### src/rtl/lcd_pkg.sv
// Shared types and constants for the LCD text writer.
// Holds the FSM state enum, default command bytes and bus sizing.
package lcd_pkg;

  typedef enum logic [1:0] {
    S_IDLE,
    S_ISSUE,
    S_WAIT_ACK,
    S_WAIT_DONE
  } state_e;

  localparam logic [7:0] LINE1_ADDR_DEF = 8'h80;
  localparam logic [7:0] LINE2_ADDR_DEF = 8'hC0;
  localparam logic [7:0] SPACE_CHAR     = 8'h20;
  localparam int         BUS_W          = 10;
  localparam int         SEQ_LEN        = 34;

endpackage

### src/rtl/lcd_char_buffer.sv
// Character register file: one write port, one combinational read port.
// Every entry resets to a space.
module lcd_char_buffer
  import lcd_pkg::*;
#(
  parameter int DEPTH = 32
) (
  input  logic       clk,
  input  logic       rst_n,
  input  logic       wr_en,
  input  logic [4:0] wr_addr,
  input  logic [7:0] wr_data,
  input  logic [4:0] rd_addr,
  output logic [7:0] rd_data
);

  logic [7:0] mem_q [DEPTH];
  logic [7:0] mem_d [DEPTH];

  always_comb begin
    mem_d = mem_q;
    if (wr_en) begin
      mem_d[wr_addr] = wr_data;
    end
  end

  always_ff @(posedge clk or negedge rst_n) begin
    if (!rst_n) begin
      for (int i = 0; i < DEPTH; i++) begin
        mem_q[i] <= SPACE_CHAR;
      end
    end else begin
      mem_q <= mem_d;
    end
  end

  assign rd_data = mem_q[rd_addr];

endmodule

### src/rtl/lcd_text_writer.sv
// Pushes a two-line character buffer to an LCD controller
// as a sequence of handshaked command/data transfers.
module lcd_text_writer
  import lcd_pkg::*;
#(
  parameter int         CHARS_PER_LINE = 16,
  parameter logic [7:0] LINE1_ADDR     = LINE1_ADDR_DEF,
  parameter logic [7:0] LINE2_ADDR     = LINE2_ADDR_DEF
) (
  input  logic             clk,
  input  logic             rst_n,
  input  logic             wr_en,
  input  logic [4:0]       wr_addr,
  input  logic [7:0]       wr_char,
  input  logic             refresh,
  input  logic             lcd_busy,
  output logic             lcd_enable,
  output logic [BUS_W-1:0] lcd_bus,
  output logic             active,
  output logic             done
);

  localparam int         DEPTH = 2 * CHARS_PER_LINE;
  localparam logic [5:0] CPL   = 6'(CHARS_PER_LINE);
  localparam logic [5:0] LAST  = 6'(2 * CHARS_PER_LINE + 1);

  state_e           state_q, state_d;
  logic [5:0]       idx_q, idx_d;
  logic             pending_q, pending_d;
  logic             active_q, active_d;
  logic             done_q, done_d;
  logic             en_q, en_d;
  logic [BUS_W-1:0] bus_q, bus_d;

  logic [4:0]       rd_addr;
  logic [7:0]       rd_data;
  logic [BUS_W-1:0] word;

  lcd_char_buffer #(
    .DEPTH (DEPTH)
  ) u_buf (
    .clk     (clk),
    .rst_n   (rst_n),
    .wr_en   (wr_en),
    .wr_addr (wr_addr),
    .wr_data (wr_char),
    .rd_addr (rd_addr),
    .rd_data (rd_data)
  );

  // Index 0 and CPL+1 are the line-address commands; skip them for reads.
  always_comb begin
    rd_addr = (idx_q <= CPL) ? 5'(idx_q - 6'd1)
                             : 5'(idx_q - 6'd2);
    word = {2'b10, rd_data};
    unique case (1'b1)
      (idx_q == 6'd0):       word = {2'b00, LINE1_ADDR};
      (idx_q == CPL + 6'd1): word = {2'b00, LINE2_ADDR};
      default:               word = {2'b10, rd_data};
    endcase
  end

  always_comb begin
    state_d   = state_q;
    idx_d     = idx_q;
    pending_d = pending_q;
    active_d  = active_q;
    done_d    = 1'b0;
    en_d      = en_q;
    bus_d     = bus_q;
    unique case (state_q)
      S_IDLE: begin
        en_d  = 1'b0;
        bus_d = '0;
        if (pending_q || (refresh && !done_q)) begin
          idx_d     = 6'd0;
          pending_d = 1'b0;
          active_d  = 1'b1;
          state_d   = S_ISSUE;
        end
      end
      S_ISSUE: begin
        if (!lcd_busy) begin
          en_d    = 1'b1;
          bus_d   = word;
          state_d = S_WAIT_ACK;
        end
      end
      S_WAIT_ACK: begin
        if (lcd_busy) begin
          en_d    = 1'b0;
          bus_d   = '0;
          state_d = S_WAIT_DONE;
        end
      end
      S_WAIT_DONE: begin
        if (!lcd_busy) begin
          if (idx_q == LAST) begin
            done_d   = 1'b1;
            active_d = 1'b0;
            state_d  = S_IDLE;
          end else begin
            idx_d   = idx_q + 6'd1;
            state_d = S_ISSUE;
          end
        end
      end
      default: state_d = S_IDLE;
    endcase
    // A done cycle counts as busy so that refresh there re-arms pending.
    if (refresh && (active_q || done_q)) begin
      pending_d = 1'b1;
    end
  end

  always_ff @(posedge clk or negedge rst_n) begin
    if (!rst_n) begin
      state_q   <= S_IDLE;
      idx_q     <= 6'd0;
      pending_q <= 1'b0;
      active_q  <= 1'b0;
      done_q    <= 1'b0;
      en_q      <= 1'b0;
      bus_q     <= '0;
    end else begin
      state_q   <= state_d;
      idx_q     <= idx_d;
      pending_q <= pending_d;
      active_q  <= active_d;
      done_q    <= done_d;
      en_q      <= en_d;
      bus_q     <= bus_d;
    end
  end

  assign lcd_enable = en_q;
  assign lcd_bus    = bus_q;
  assign active     = active_q;
  assign done       = done_q;

endmodule

### config.mk
export PLATFORM = sky130hd
export DESIGN_NAME = lcd_text_writer
export DESIGN_NICKNAME = d
export VERILOG_FILES = /design/src/rtl/lcd_pkg.sv /design/src/rtl/lcd_char_buffer.sv /design/src/rtl/lcd_text_writer.sv
export SDC_FILE = /design/constraint.sdc
export NUM_CORES = 1
export LEC_CHECK = 0
export BUFFER_PORTS_ARGS = -buffer_cell sky130_fd_sc_hd__buf_2
export CORE_AREA = 4 4 214 216
export DETAILED_ROUTE_END_ITERATION = 16
export DIE_AREA = 0 0 218 220
export PLACE_DENSITY_LB_ADDON = 0.08
export SLEW_MARGIN = 0
export SYNTH_ARGS = -nofsm -noshare
export SYNTH_HDL_FRONTEND = slang
export SYNTH_SLANG_ARGS = --single-unit
### constraint.sdc
create_clock -name clk -period 4.1 [get_ports clk]
set_clock_uncertainty 0.1 [all_clocks]
set_input_delay 0.615 -clock clk [delete_from_list [all_inputs] [get_ports clk]]
set_output_delay 0.615 -clock clk [all_outputs]
set_load 0.05 [all_outputs]
==> out/qor.csv, run 1 <==
metric,value,unit
grt-ovfl-total,0,
first_pass_iters,6,
p_per_area,744,nW/um^2
core,43900,sq um
syn_area,14700,sq um
crit_required,4.41,ns
power_leakage,0.00718,uW
async_reset_ff_share,100,%
syn_nets,1175,
finalHoldViolCount,0,
fp.dieH,220,microns
fin_crit_sh,82.8,%
wirelength,44300,microns
synthCells,1145,
wl_per_cell,24.8,microns
drv_cap,0,
h-tree-depth,2,
antenna_left,0,
core.rowCount,77,
crit_type,register to register,
min_path_type,input pin to register,
yosysMostFrequentCell,mux2_2,
reg2reg_slack,0.70,ns
rr_endpoint,lcd_bus[7],
cts_setup_buffers,0,
gp_congestion,0.785,
yosysWarnings,0,
grtUsageTotal,18.9,%
synth_seq_cells,277,
register_area,6980,sq um
multi_input_area,7340,sq um
p_sw_share,38.5,%
rsz0062_at_grt,no,
status,"complete, no violations",
cts_made_buffers,37,
peakVddDrop,0.427,mV
fmax,295,MHz
min_period,3.40,ns
grt_max_degree,81,
syn_area_per_cell,12.9,sq um
p_sw,4820,uW
yosysTopAreaCell,dfrtp_1,
filler_cell_count,4305,
ctsResizeCount,0,
min_delay_path_depth,2,
clk_path_buf_depth,3,
p_int,7700,uW
grt_pass1_wl,67700,microns
ys.flop_type,dfrtp_1,
worstMarginPinSlew,1.13,ns
setup_viol,0,
viasPerCell,5.41,
relSlewSlack,24.5,%
critPathArrivalTime,3.71,ns
synth_common_cells,"mux2_2 (264), dfrtp_1 (245), mux2i_1 (130)",
r2r-start,idx_q[1],
io_buffer_count,29,
cts_tree,done,
antenna_found_initial,2,
drive_gt1_share,40.0,%
cts_sinks,277,
synth.yosys.seq_area_share,47.3,%
slew_violations,0,
vias,9653,
pwr-share-seq,29.9,%
tns,0,ns
clkPwrFrac,26.0,%
rr_worst_depth,9,
drtIter0Drc,556,
holdPathEnd,done,
cts_root_buf,clkbuf_16,
yosysTopAreaCellShare,41.6,%
synth_cell_type_count,67,
io_pins,31,
path_max_fanout,40,
insertion_delay,0.55,ns
pwr-share-comb,44.1,%
start_util,33.5,%
utilization,38.3,%
crit_path_start_kind,register,
num_antenna_cells,0,
clk_pin_slew,0.05,ns
hp-start,lcd_busy,
grt_pass1_vias,10100,
dieArea,48000,sq um
fin_nets,1195,
die_w,218,microns
endpoint_kind,register,
drc,0,
yosys-top-cells-area,"dfrtp_1 (42%), mux2_2 (20%), mux2i_1 (8.8%)",
area_growth_syn_to_layout,14.2,%
synth_edf_count,0,
dp_hpwl,29200,microns
critical path, stage by stage, from the launching register on:
cell and delay (ns):
dfrtp_4 0.47, inv_1 0.25, ha_4 0.20, or4b_4 0.53, nand2_8 0.17, buf_4 0.40
mux4_2 0.57, mux2_2 0.30, a21oi_1 0.14, a22oi_1 0.09
power by group through the flow:
stage,Sequential [uW],Combinational (uW),Clock [uW]
after floorplan,3770,3680,0
after global placement,3780,5540,0
after detailed placement,3790,5560,0
after CTS,3750,5580,3370
after global routing,3820,5940,3480
final,3750,5520,3250
cells by family after synthesis:
| family | count (synthesis) | synth area share [%] |
|---|---|---|
| adder cells (fa/ha/maj) | 12 | 1.02 |
| XOR/XNOR | 6 | 0.535 |
| buffers and inverters | 102 | 3.12 |
| flip-flops | 277 | 47.3 |
| AO/OA/AOI/OAI | 122 | 6.19 |
| AND/OR/NAND/NOR | 188 | 6.23 |
| multiplexers | 437 | 35.6 |
| other | 1 | 0.0254 |
state kept, by name, summed over array words and instances, names as in the netlist:
register	count
lcd_enable	1
u_buf.mem_q	256
pending_q	1
active	1
state_q	2
done	1
idx_q	6
lcd_bus	9
through the flow:
| stage | power [uW] | cell area, sq um | setup slack (ns) | hold WS (ns) | cells |
|---|---|---|---|---|---|
| finish | 12500 | 16800 | 0.705 | 0.244 | 1784 |
| global route | 13200 | 16800 | 0.511 | 0.247 | 1784 |
| CTS | 12700 | 16800 | 0.708 | 0.214 | 1784 |
| detailed placement | 9340 | 15600 | 0.720 | 0.393 | 1717 |
| global placement | 9320 | 15600 | 0.746 | 0.385 | 1717 |
| floorplan | 7450 | 14700 | 0.646 | 0.219 | 1145 |
repair_timing:
action	in CTS	in global routing
hold buffers	1	0
endpoints found under the setup margin	0	0
endpoints found under the hold margin	57	0
layout make-up:
cell class	count	area share, %
Tap cell	592	4.40
Multi-Input combinational cell	766	43.6
Timing Repair Buffer	67	2.86
Sequential cell	277	41.5
Clock inverter	8	0.706
Clock buffer	58	6.58
Inverter	16	0.357
how the worst max path moves through the flow:
stage,from,endpoint,slack [ns],cells past startpoint
finish,idx_q[1],lcd_bus[7],0.70,9
global route,idx_q[1],lcd_bus[4],0.51,9
CTS,idx_q[1],lcd_bus[7],0.71,9
detailed placement,idx_q[1],lcd_bus[7],0.72,9
global placement,idx_q[0],lcd_bus[2],0.75,11
floorplan,idx_q[0],lcd_bus[7],0.65,10
layout by cell type (no fill, tap or decap), types with 4 or more instances in the layout:
cell type  instances
dfstp_2           32
dfrtp_1          243
mux2_2           264
ha_1              11
a311oi_1           8
inv_1             15
nand3b_1           5
mux2i_1          130
clkbuf_8           6
clkbuf_16         39
nor3_1             6
nand3_1           34
o21ai_0           20
o32ai_1            6
clkinv_2           4
a32oi_1           20
a221oi_1           8
a211oi_1          11
buf_2             28
a21oi_1           13
nor2_1            34
nor3b_1            6
buf_4             34
nand2_1           77
nor2b_1            4
o2111ai_1         12
mux4_2            43
clkbuf_1          13
routing by layer:
layer  GRT usage, %  vias to the layer above  routed length [microns]
li1               -                     4337                        -
met1           27.0                     5084                    21200
met2           29.6                      175                    20200
met3           4.16                       53                     2150
met4           3.96                        4                      685
met5              0                        -                       32
Power figures use the tool's default switching activity.
==> inputs of run 2 (changes only) <==
Clock period 4.1 ns to 3.3 ns, I/O delays scaled along.
==> run 2 against run 1 <==
Sequential power rose by 24%. Flip-flop and latch count unchanged. Routed wire length is 1.4% higher. Maximum frequency up 7.9%. Register-to-register slack worse by 0.55 ns. Count of clock-buffer cells in the layout shrank 3. Critical endpoint unchanged.
==> out/qor.csv, run 2 (synthesis results as in run 1) <==
metric,value,unit
min_path_type,input pin to register,
p_int,9620,uW
drive_gt1_share,41.8,%
place_inst,1746,
largest_reg_flops,256,
clk_pin_slew,0.07,ns
instances_no_fill,1812,
slew_violations,0,
fmax,318,MHz
relSlewSlack,38.9,%
endpoint_kind,register,
pwr-share-seq,29.6,%
p_total,15700,uW
rsz0062_at_grt,no,
area_growth_syn_to_layout,16.0,%
grtUsageTotal,19.1,%
cp-startpoint,idx_q[1],
grt-ovfl-total,0,
viasPerCell,5.43,
p_sw,6090,uW
dp_hpwl,30000,microns
core.rowCount,77,
status,"complete, no violations",
fin_crit_sh,95.4,%
vias,9837,
h-tree-depth,2,
layout_commonest_cell,mux2_2,
cts_made_buffers,36,
cts_sinks,277,
path_max_fanout,7,
crit_type,register to register,
crit_path_start_kind,register,
grt_max_degree,83,
io_buffer_count,29,
num_antenna_cells,0,
min_delay_path_depth,2,
finalHoldViolCount,0,
gp_congestion,0.840,
drv_cap,0,
clk_path_buf_depth,3,
fin_nets,1223,
final_cell_mix,"mux2_2 (264), dfrtp_1 (243), mux2i_1 (130), nand2_1 (77), buf_4 (53)",
start_util,33.5,%
core,43900,sq um
crit_required,3.61,ns
reg2reg_slack,0.15,ns
worst_slack,0.152,ns
tns,0,ns
pwr-share-comb,46.5,%
worstMarginPinSlew,0.916,ns
grt_pass1_wl,68700,microns
crit_end,lcd_bus[7],
wl_per_cell,24.8,microns
min_period,3.15,ns
first_pass_iters,7,
grt_pass1_vias,10100,
critPathArrivalTime,3.46,ns
setup_viol,0,
power_leakage,0.00733,uW
cts_tree,done,
wirelength,44900,microns
rr_endpoint,lcd_bus[7],
fp.dieH,220,microns
p_per_area,919,nW/um^2
cts_setup_buffers,0,
drc,0,
top_register,u_buf.mem_q,
dp_slack,0.144,ns
antenna_found_initial,2,
io_pins,31,
insertion_delay,0.54,ns
die_w,218,microns
peakVddDrop,0.468,mV
antenna_left,0,
p_sw_share,38.7,%
clkPwrFrac,23.9,%
r2r-start,idx_q[1],
cts_root_buf,clkbuf_16,
rr_worst_depth,9,
dieArea,48000,sq um
drtIter0Drc,591,
[run 2: metrics by stage]
stage,utilization [%],hold slack [ns],area [sq um]
2_1_floorplan,-,0.0994,14700
3_3_place_gp,36.3,0.387,15900
3_5_place_dp,36.3,0.392,15900
4_1_cts,38.9,0.0650,17100
5_1_grt,38.9,0.101,17100
6_report,38.9,0.106,17100
[run 2: routing by layer]
| metal | global-route usage (%) | share of wire, % | vias to the layer above |
|---|---|---|---|
| met5 | 0 | 0.047 | - |
| met4 | 4.68 | 1.8 | 4 |
| met3 | 2.98 | 4.1 | 56 |
| met2 | 29.9 | 46 | 195 |
| met1 | 27.8 | 48 | 5182 |
| li1 | - | - | 4400 |
[run 2: area by class of cell]
class                           count  area (sq um)
Fill cell                        4294         26800
Timing Repair Buffer               96           823
Clock inverter                     10          67.6
Tap cell                          592           741
Multi-Input combinational cell    766          7360
Inverter                           16          60.1
Clock buffer                       55          1060
Sequential cell                   277          6980
[run 2: worst min-delay path by stage]
stage	startpoint	to	slack [ns]
floorplan	rst_n	active	0.1
global placement	u_buf.mem_q[244]	u_buf.mem_q[244]	0.39
detailed placement	u_buf.mem_q[211]	u_buf.mem_q[211]	0.39
CTS	lcd_busy	done	0.06
global route	lcd_busy	done	0.10
finish	lcd_busy	done	0.11
[run 2: critical path: stages, from the launching register on]
cell	delay [ns]
dfrtp_4	0.49
inv_1	0.11
buf_4	0.16
ha_1	0.27
xor2_4	0.35
mux4_2	0.54
mux4_2	0.47
mux2_2	0.29
a21oi_1	0.14
a22oi_1	0.09
[run 2: what timing repair did]
item,in CTS,in global routing
resized for setup,0,2
endpoints found under the hold margin,69,0
hold buffers,1,0
setup endpoints to repair,0,2
[run 2: power groups by stage]
stage               sequential [uW]  combinational, uW  clock [uW]
finish                         4660               7300        3760
global route                   4750               7830        4030
CTS                            4660               7350        3900
detailed placement             4710               7320           0
global placement               4700               7340           0
floorplan                      4680               4590           0
